[src/rtl/audio_cap_pkg.sv]
// Shared types and constants for the audio sample capture block.
package audio_cap_pkg;

  localparam int SAMPLE_W       = 16;
  localparam int FIFO_DEPTH_DEF = 8;

  typedef struct packed {
    logic                chan;
    logic [SAMPLE_W-1:0] data;
  } entry_t;

  function automatic logic [SAMPLE_W-1:0] abs_sat(
    input logic [SAMPLE_W-1:0] w
  );
    logic [SAMPLE_W-1:0] n;
    n = -w;
    if (!w[SAMPLE_W-1]) return w;
    // -32768 has no positive twin
    if (n[SAMPLE_W-1]) return {1'b0, {(SAMPLE_W-1){1'b1}}};
    return n;
  endfunction

endpackage

[src/rtl/audio_cap_fifo.sv]
// Single-clock sample FIFO with a registered head word.
// No bypass: a push into an empty FIFO is visible one clock later.
module audio_cap_fifo
  import audio_cap_pkg::*;
#(
  parameter int DEPTH = FIFO_DEPTH_DEF,
  localparam int AW   = $clog2(DEPTH)
) (
  input  logic        clk,
  input  logic        reset_n,
  input  logic        wr_en,
  input  entry_t      wr_data,
  input  logic        rd_en,
  output entry_t      rd_data,
  output logic        rd_valid,
  output logic [AW:0] level,
  output logic        drop
);

  entry_t        mem [DEPTH];
  entry_t        head_q;
  entry_t        head_next;
  logic [AW:0]   wr_ptr;
  logic [AW:0]   rd_ptr;
  logic [AW:0]   rd_next;
  logic          full;
  logic          pop;
  logic          push_ok;

  assign level    = wr_ptr - rd_ptr;
  assign full     = (level == (AW+1)'(DEPTH));
  assign rd_valid = (level != '0);
  assign pop      = rd_en && rd_valid;
  assign push_ok  = wr_en && (!full || pop);
  assign drop     = wr_en && full && !pop;
  assign rd_next  = rd_ptr + {{AW{1'b0}}, pop};
  assign rd_data  = head_q;

  always_comb begin
    head_next = mem[rd_next[AW-1:0]];
    if (push_ok && (wr_ptr == rd_next)) head_next = wr_data;
  end

  always_ff @(posedge clk) begin
    if (push_ok) mem[wr_ptr[AW-1:0]] <= wr_data;
  end

  always_ff @(posedge clk or negedge reset_n) begin
    if (!reset_n) begin
      wr_ptr <= '0;
      rd_ptr <= '0;
      head_q <= '0;
    end else begin
      if (push_ok) wr_ptr <= wr_ptr + 1'b1;
      rd_ptr <= rd_next;
      if (push_ok || pop) head_q <= head_next;
    end
  end

endmodule

[src/rtl/audio_sample_capture.sv]
// LRCK-synchronised audio sample capture into a small FIFO.
// Optional peak meter enabled by defining AUDIO_CAP_PEAK_EN.
module audio_sample_capture
  import audio_cap_pkg::*;
#(
  parameter int FIFO_DEPTH = FIFO_DEPTH_DEF
) (
  input  logic                        clk,
  input  logic                        reset_n,
  input  logic                        aud_lrck,
  input  logic [SAMPLE_W-1:0]         audiodata,
  output logic [SAMPLE_W-1:0]         sample_data,
  output logic                        sample_chan,
  output logic                        sample_valid,
  input  logic                        sample_ready,
  output logic [$clog2(FIFO_DEPTH):0] fifo_level,
  output logic                        overflow,
  input  logic                        clear_ovf
`ifdef AUDIO_CAP_PEAK_EN
  ,
  output logic [SAMPLE_W-1:0]         peak_abs,
  input  logic                        peak_clr
`endif
);

  logic                lrck_s1;
  logic                lrck_s2;
  logic                lrck_s3;
  logic [SAMPLE_W-1:0] data_s1;
  logic [SAMPLE_W-1:0] data_s2;
  logic [1:0]          warm;
  logic                lrck_edge;
  logic                push_q;
  entry_t              push_ent;
  entry_t              head;
  logic                drop;
  logic                ovf_q;

  // edges are masked until lrck_s3 holds a genuinely sampled value
  assign lrck_edge = (&warm) && (lrck_s2 ^ lrck_s3);

  always_ff @(posedge clk or negedge reset_n) begin
    if (!reset_n) begin
      lrck_s1  <= 1'b0;
      lrck_s2  <= 1'b0;
      lrck_s3  <= 1'b0;
      data_s1  <= '0;
      data_s2  <= '0;
      warm     <= '0;
      push_q   <= 1'b0;
      push_ent <= '0;
    end else begin
      lrck_s1  <= aud_lrck;
      lrck_s2  <= lrck_s1;
      lrck_s3  <= lrck_s2;
      data_s1  <= audiodata;
      data_s2  <= data_s1;
      if (!(&warm)) warm <= warm + 2'd1;
      push_q   <= lrck_edge;
      push_ent <= '{chan: ~lrck_s2, data: data_s2};
    end
  end

  audio_cap_fifo #(
    .DEPTH (FIFO_DEPTH)
  ) u_fifo (
    .clk      (clk),
    .reset_n  (reset_n),
    .wr_en    (push_q),
    .wr_data  (push_ent),
    .rd_en    (sample_ready),
    .rd_data  (head),
    .rd_valid (sample_valid),
    .level    (fifo_level),
    .drop     (drop)
  );

  assign sample_data = head.data;
  assign sample_chan = head.chan;
  assign overflow    = ovf_q;

  always_ff @(posedge clk or negedge reset_n) begin
    if (!reset_n)       ovf_q <= 1'b0;
    else if (drop)      ovf_q <= 1'b1;
    else if (clear_ovf) ovf_q <= 1'b0;
  end

`ifdef AUDIO_CAP_PEAK_EN
  logic [SAMPLE_W-1:0] mag;
  logic [SAMPLE_W-1:0] peak_q;

  assign mag      = abs_sat(push_ent.data);
  assign peak_abs = peak_q;

  always_ff @(posedge clk or negedge reset_n) begin
    if (!reset_n)                   peak_q <= '0;
    else if (peak_clr)              peak_q <= push_q ? mag : '0;
    else if (push_q && mag > peak_q) peak_q <= mag;
  end
`endif

endmodule

[config.mk]
export PLATFORM = sky130hd
export DESIGN_NAME = audio_sample_capture
export DESIGN_NICKNAME = d
export VERILOG_FILES = /design/src/rtl/audio_cap_pkg.sv /design/src/rtl/audio_cap_fifo.sv /design/src/rtl/audio_sample_capture.sv
export SDC_FILE = /design/constraint.sdc
export NUM_CORES = 1
export LEC_CHECK = 0
export ABC_AREA = 0
export CORE_MARGIN = 2
export CORE_UTILIZATION = 60
export DETAILED_ROUTE_END_ITERATION = 6
export HOLD_SLACK_MARGIN = 0.06
export PLACE_DENSITY = 0.84
export SLEW_MARGIN = 20
export SYNTH_ARGS = -nofsm -noshare
export SYNTH_HDL_FRONTEND = slang
export SYNTH_HIERARCHICAL = 1
export SYNTH_SLANG_ARGS = --single-unit
[constraint.sdc]
create_clock -name clk -period 14.45 [get_ports clk]
set_clock_uncertainty 0.2 [all_clocks]
set_input_delay 2.1675 -clock clk [delete_from_list [all_inputs] [get_ports clk]]
set_output_delay 2.1675 -clock clk [all_outputs]
set_load 0.005 [all_outputs]
==> results.json <==
{
  "multi_input_area_mm2": 0.00195,
  "crit_required_ns": 14.63,
  "critPathTopFamily": "simple AND/OR/NAND/NOR gates",
  "worstSetupStartpoint": "u_fifo/wr_ptr[0]$_DFFE_PN0P_",
  "min_period_over_period_pct": 41.3,
  "synth_cell_types": 36,
  "floorplan.initialDensity_pct": 61.4,
  "yosysMostFrequentCell": "edfxtp_1",
  "yosysSeqAreaShare_pct": 75.4,
  "worstPathCellList": "inv_1, ha_1, inv_1, fa_1, or3_1, nand2b_1, and2_1, ha_2, ha_2, xnor2_1, nand2_1, or4_2, mux2_1, mux2_2",
  "htree_levels": 1,
  "syn_nets": 408,
  "async_reset_ff_share_pct": 37.3,
  "yosysTopAreaCell": "edfxtp_1",
  "vias": 3655,
  "synth_cells": 379,
  "drive_gt1_share_pct": 29.3,
  "rsz0062_at_grt": "false",
  "die_w_um": 120,
  "tritoncts": "built",
  "nNetsFinal": 467,
  "max_stage_delay_ns": 1.01,
  "fin_crit_ns": 5.97,
  "synthTopCellsByCount": "edfxtp_1, dfrtp_1, mux4_2",
  "cts_buffers": 22,
  "cellPowerDensity_mw_per_mm2": 242,
  "wire_per_inst_um": 23.2,
  "ys.flop_type": "edfxtp_1",
  "clk_pin_slew_ns": 0.06,
  "die_h_um": 120,
  "grt_pass1_vias": 3953,
  "worstSkewPairLatency_ns": 0.50,
  "die_area_mm2": 0.0144,
  "drt.antenna.violating_nets": 0,
  "syn_area_per_cell_um2": 21.4,
  "final_cell_area_mm2": 0.00953,
  "ys_warn_count": 6,
  "dp.final_hpwl_um": 7820,
  "hold_class": "flip-flop to flip-flop",
  "ys_ff_latch": 217,
  "start_kind": "flip-flop",
  "num_antenna_cells": 0,
  "drt_wl_total_um": 14600,
  "synthTopCellsByArea": "edfxtp_1, dfrtp_1, mux4_2",
  "path_max_fanout": 36,
  "ctsHoldBuffers": 0,
  "io_pins": 44,
  "syn_area_mm2": 0.00810,
  "antenna_found_initial": 0,
  "port_buffers": 43,
  "viasPerCell": 5.80,
  "setup_tns_ns": 0,
  "std_cell_rows": 42,
  "synth_edf_count": 136,
  "grt_start_max_net_pins": 82,
  "drtIter0Drc": 231,
  "wl_met2_um": 7510,
  "maxSlewHeadroom_pct": 25.1,
  "nFillCells": 727,
  "status": "complete, no violations",
  "place_congestion": 0.749,
  "maxUsedRoutingLayer": "met4",
  "grt_pass1_wl_um": 23000,
  "netlist.area_leader.share_pct": 50.4,
  "max_cap_viol_count": 0,
  "drt-met1-wl_um": 5870,
  "r2r_start": "u_fifo/wr_ptr[0]$_DFFE_PN0P_",
  "ir_drop_mv": 0.239,
  "wl_met3_um": 801,
  "crit_type": "flip-flop to flip-flop",
  "post_cts_resized": 0,
  "track_usage_pct": 21.9,
  "cts-root-buf": "clkbuf_16",
  "drcViolationCount": 0,
  "min_from": "data_s2[5]$_DFF_PN0_",
  "area_growth_pct": 17.6,
  "fmax_mhz": 167,
  "clock-sinks": 217,
  "clk_path_buf_depth": 3,
  "placed_area_mm2": 0.00879,
  "tightestPinTransition_ns": 1.12,
  "hold_viol_final": 0,
  "setup_violations": 0,
  "maxSlewViolCount": 0,
  "slowest_stage": "or4_2",
  "cp_num_buf_inv": 2,
  "utilization_pct": 72.3,
  "p_leak_uw": 0.00351,
  "dr.pass1.iters": 4,
  "fp.coreArea_mm2": 0.0132,
  "register_area_mm2": 0.00611,
  "worstSetupEndpointType": "flip-flop",
  "post_cts_buffers": 0,
  "overflow": 0,
  "worst-endpoint-arrival_ns": 6.16
}
==> metrics by stage <==
stage	hold WS [ns]	worst slack [ns]	power [µW]	std cells
CTS	0.147	8.34	2330	629
global placement	0.131	8.11	1720	589
detailed placement	0.135	7.98	1750	589
global route	0.157	8.20	2420	630
finish	0.145	8.48	2300	630
floorplan	0.131	9.57	1490	379
==> worst reg2reg max path: cells and delay by family (launching register included) <==
| family | cells | cell delay [ns] |
|---|---|---|
| muxes | 2 | 0.77 |
| and+or+nand+nor | 5 | 1.95 |
| xor gates and xnor gates | 1 | 0.19 |
| adders and majority gates | 4 | 1.81 |
| buffers and inverters | 2 | 0.28 |
| DFF | 1 | 0.66 |
==> cells in the final DEF, fill, tap and decap left out, drive strengths merged, types with 2 or more instances in the layout <==
cell,netlist,layout
clkbuf,5,26
mux2,53,53
nand2,2,2
mux4,34,34
and2,2,2
nor4,3,3
bufinv,0,2
edfxtp,136,136
clkinvlp,0,3
or2,2,2
xnor2,8,8
nor2,2,2
ha,7,7
clkdlybuf4s50,0,42
a21oi,2,2
inv,11,11
nor3,3,3
xor2,5,5
clkinv,0,9
buf,10,8
dfrtp,81,81
==> registers in the layout, summed over array words and instances (netlist names) <==
name and flops:
data_s2 16, lrck_s3 1, data_s1 16, u_fifo/wr_ptr 4, u_fifo/rd_ptr 4, u_fifo/rd_data 17, lrck_s1 1, lrck_s2 1
push_ent 17, u_fifo/mem 136, overflow 1, push_q 1, warm 2
==> kinds of logic (layout without fill, tap and decap cells) <==
logic type,after synthesis,after routing,share of synthesized area [%]
adders and majority gates,8,8,1.33
muxes,87,87,17.8
AOI/OAI and AO/OA,6,6,0.757
DFF,217,217,75.4
xor gates and xnor gates,13,13,1.64
buffers and inverters,26,101,1.45
and+or+nand+nor,22,22,1.61
==> power breakdown <==
part / leakage, µW / internal [µW] / total [µW] / switching (µW)
clock network: 0.000345 / 330 / 554 / 224
registers: 0.00218 / 781 / 847 / 65.5
logic: 0.000985 / 527 / 903 / 376
==> layer usage <==
layer  up-vias  GRT usage [%]
li1       1586              -
met1      1923           30.4
met2       118           35.4
met3        28           3.16
met4         0           9.56
met5         -              0
==> area by class of cell <==
class	instances	area share, %
clock buffers	26	6.26
clock inverters	14	1.27
inverters	11	0.433
multi-input cells	136	20.5
flip-flops and latches	217	64.1
well taps	176	2.31
repair buffers	50	5.12
==> path summary, 6_finish.rpt <==
path                       cells after the start                             to  slack, ns
min in group asynchronous                      1  u_fifo/rd_data[8]$_DFFE_PN0P_       1.49
setup / recovery                              14  u_fifo/rd_data[3]$_DFFE_PN0P_       8.48
hold / removal                                 0          push_ent[5]$_DFF_PN0_       0.15
hold reg to reg                                0          push_ent[5]$_DFF_PN0_       0.15
setup reg to reg                              14  u_fifo/rd_data[3]$_DFFE_PN0P_       8.48
max in group asynchronous                      1          push_ent[0]$_DFF_PN0_      12.02
Power figures use the tool's default switching activity.
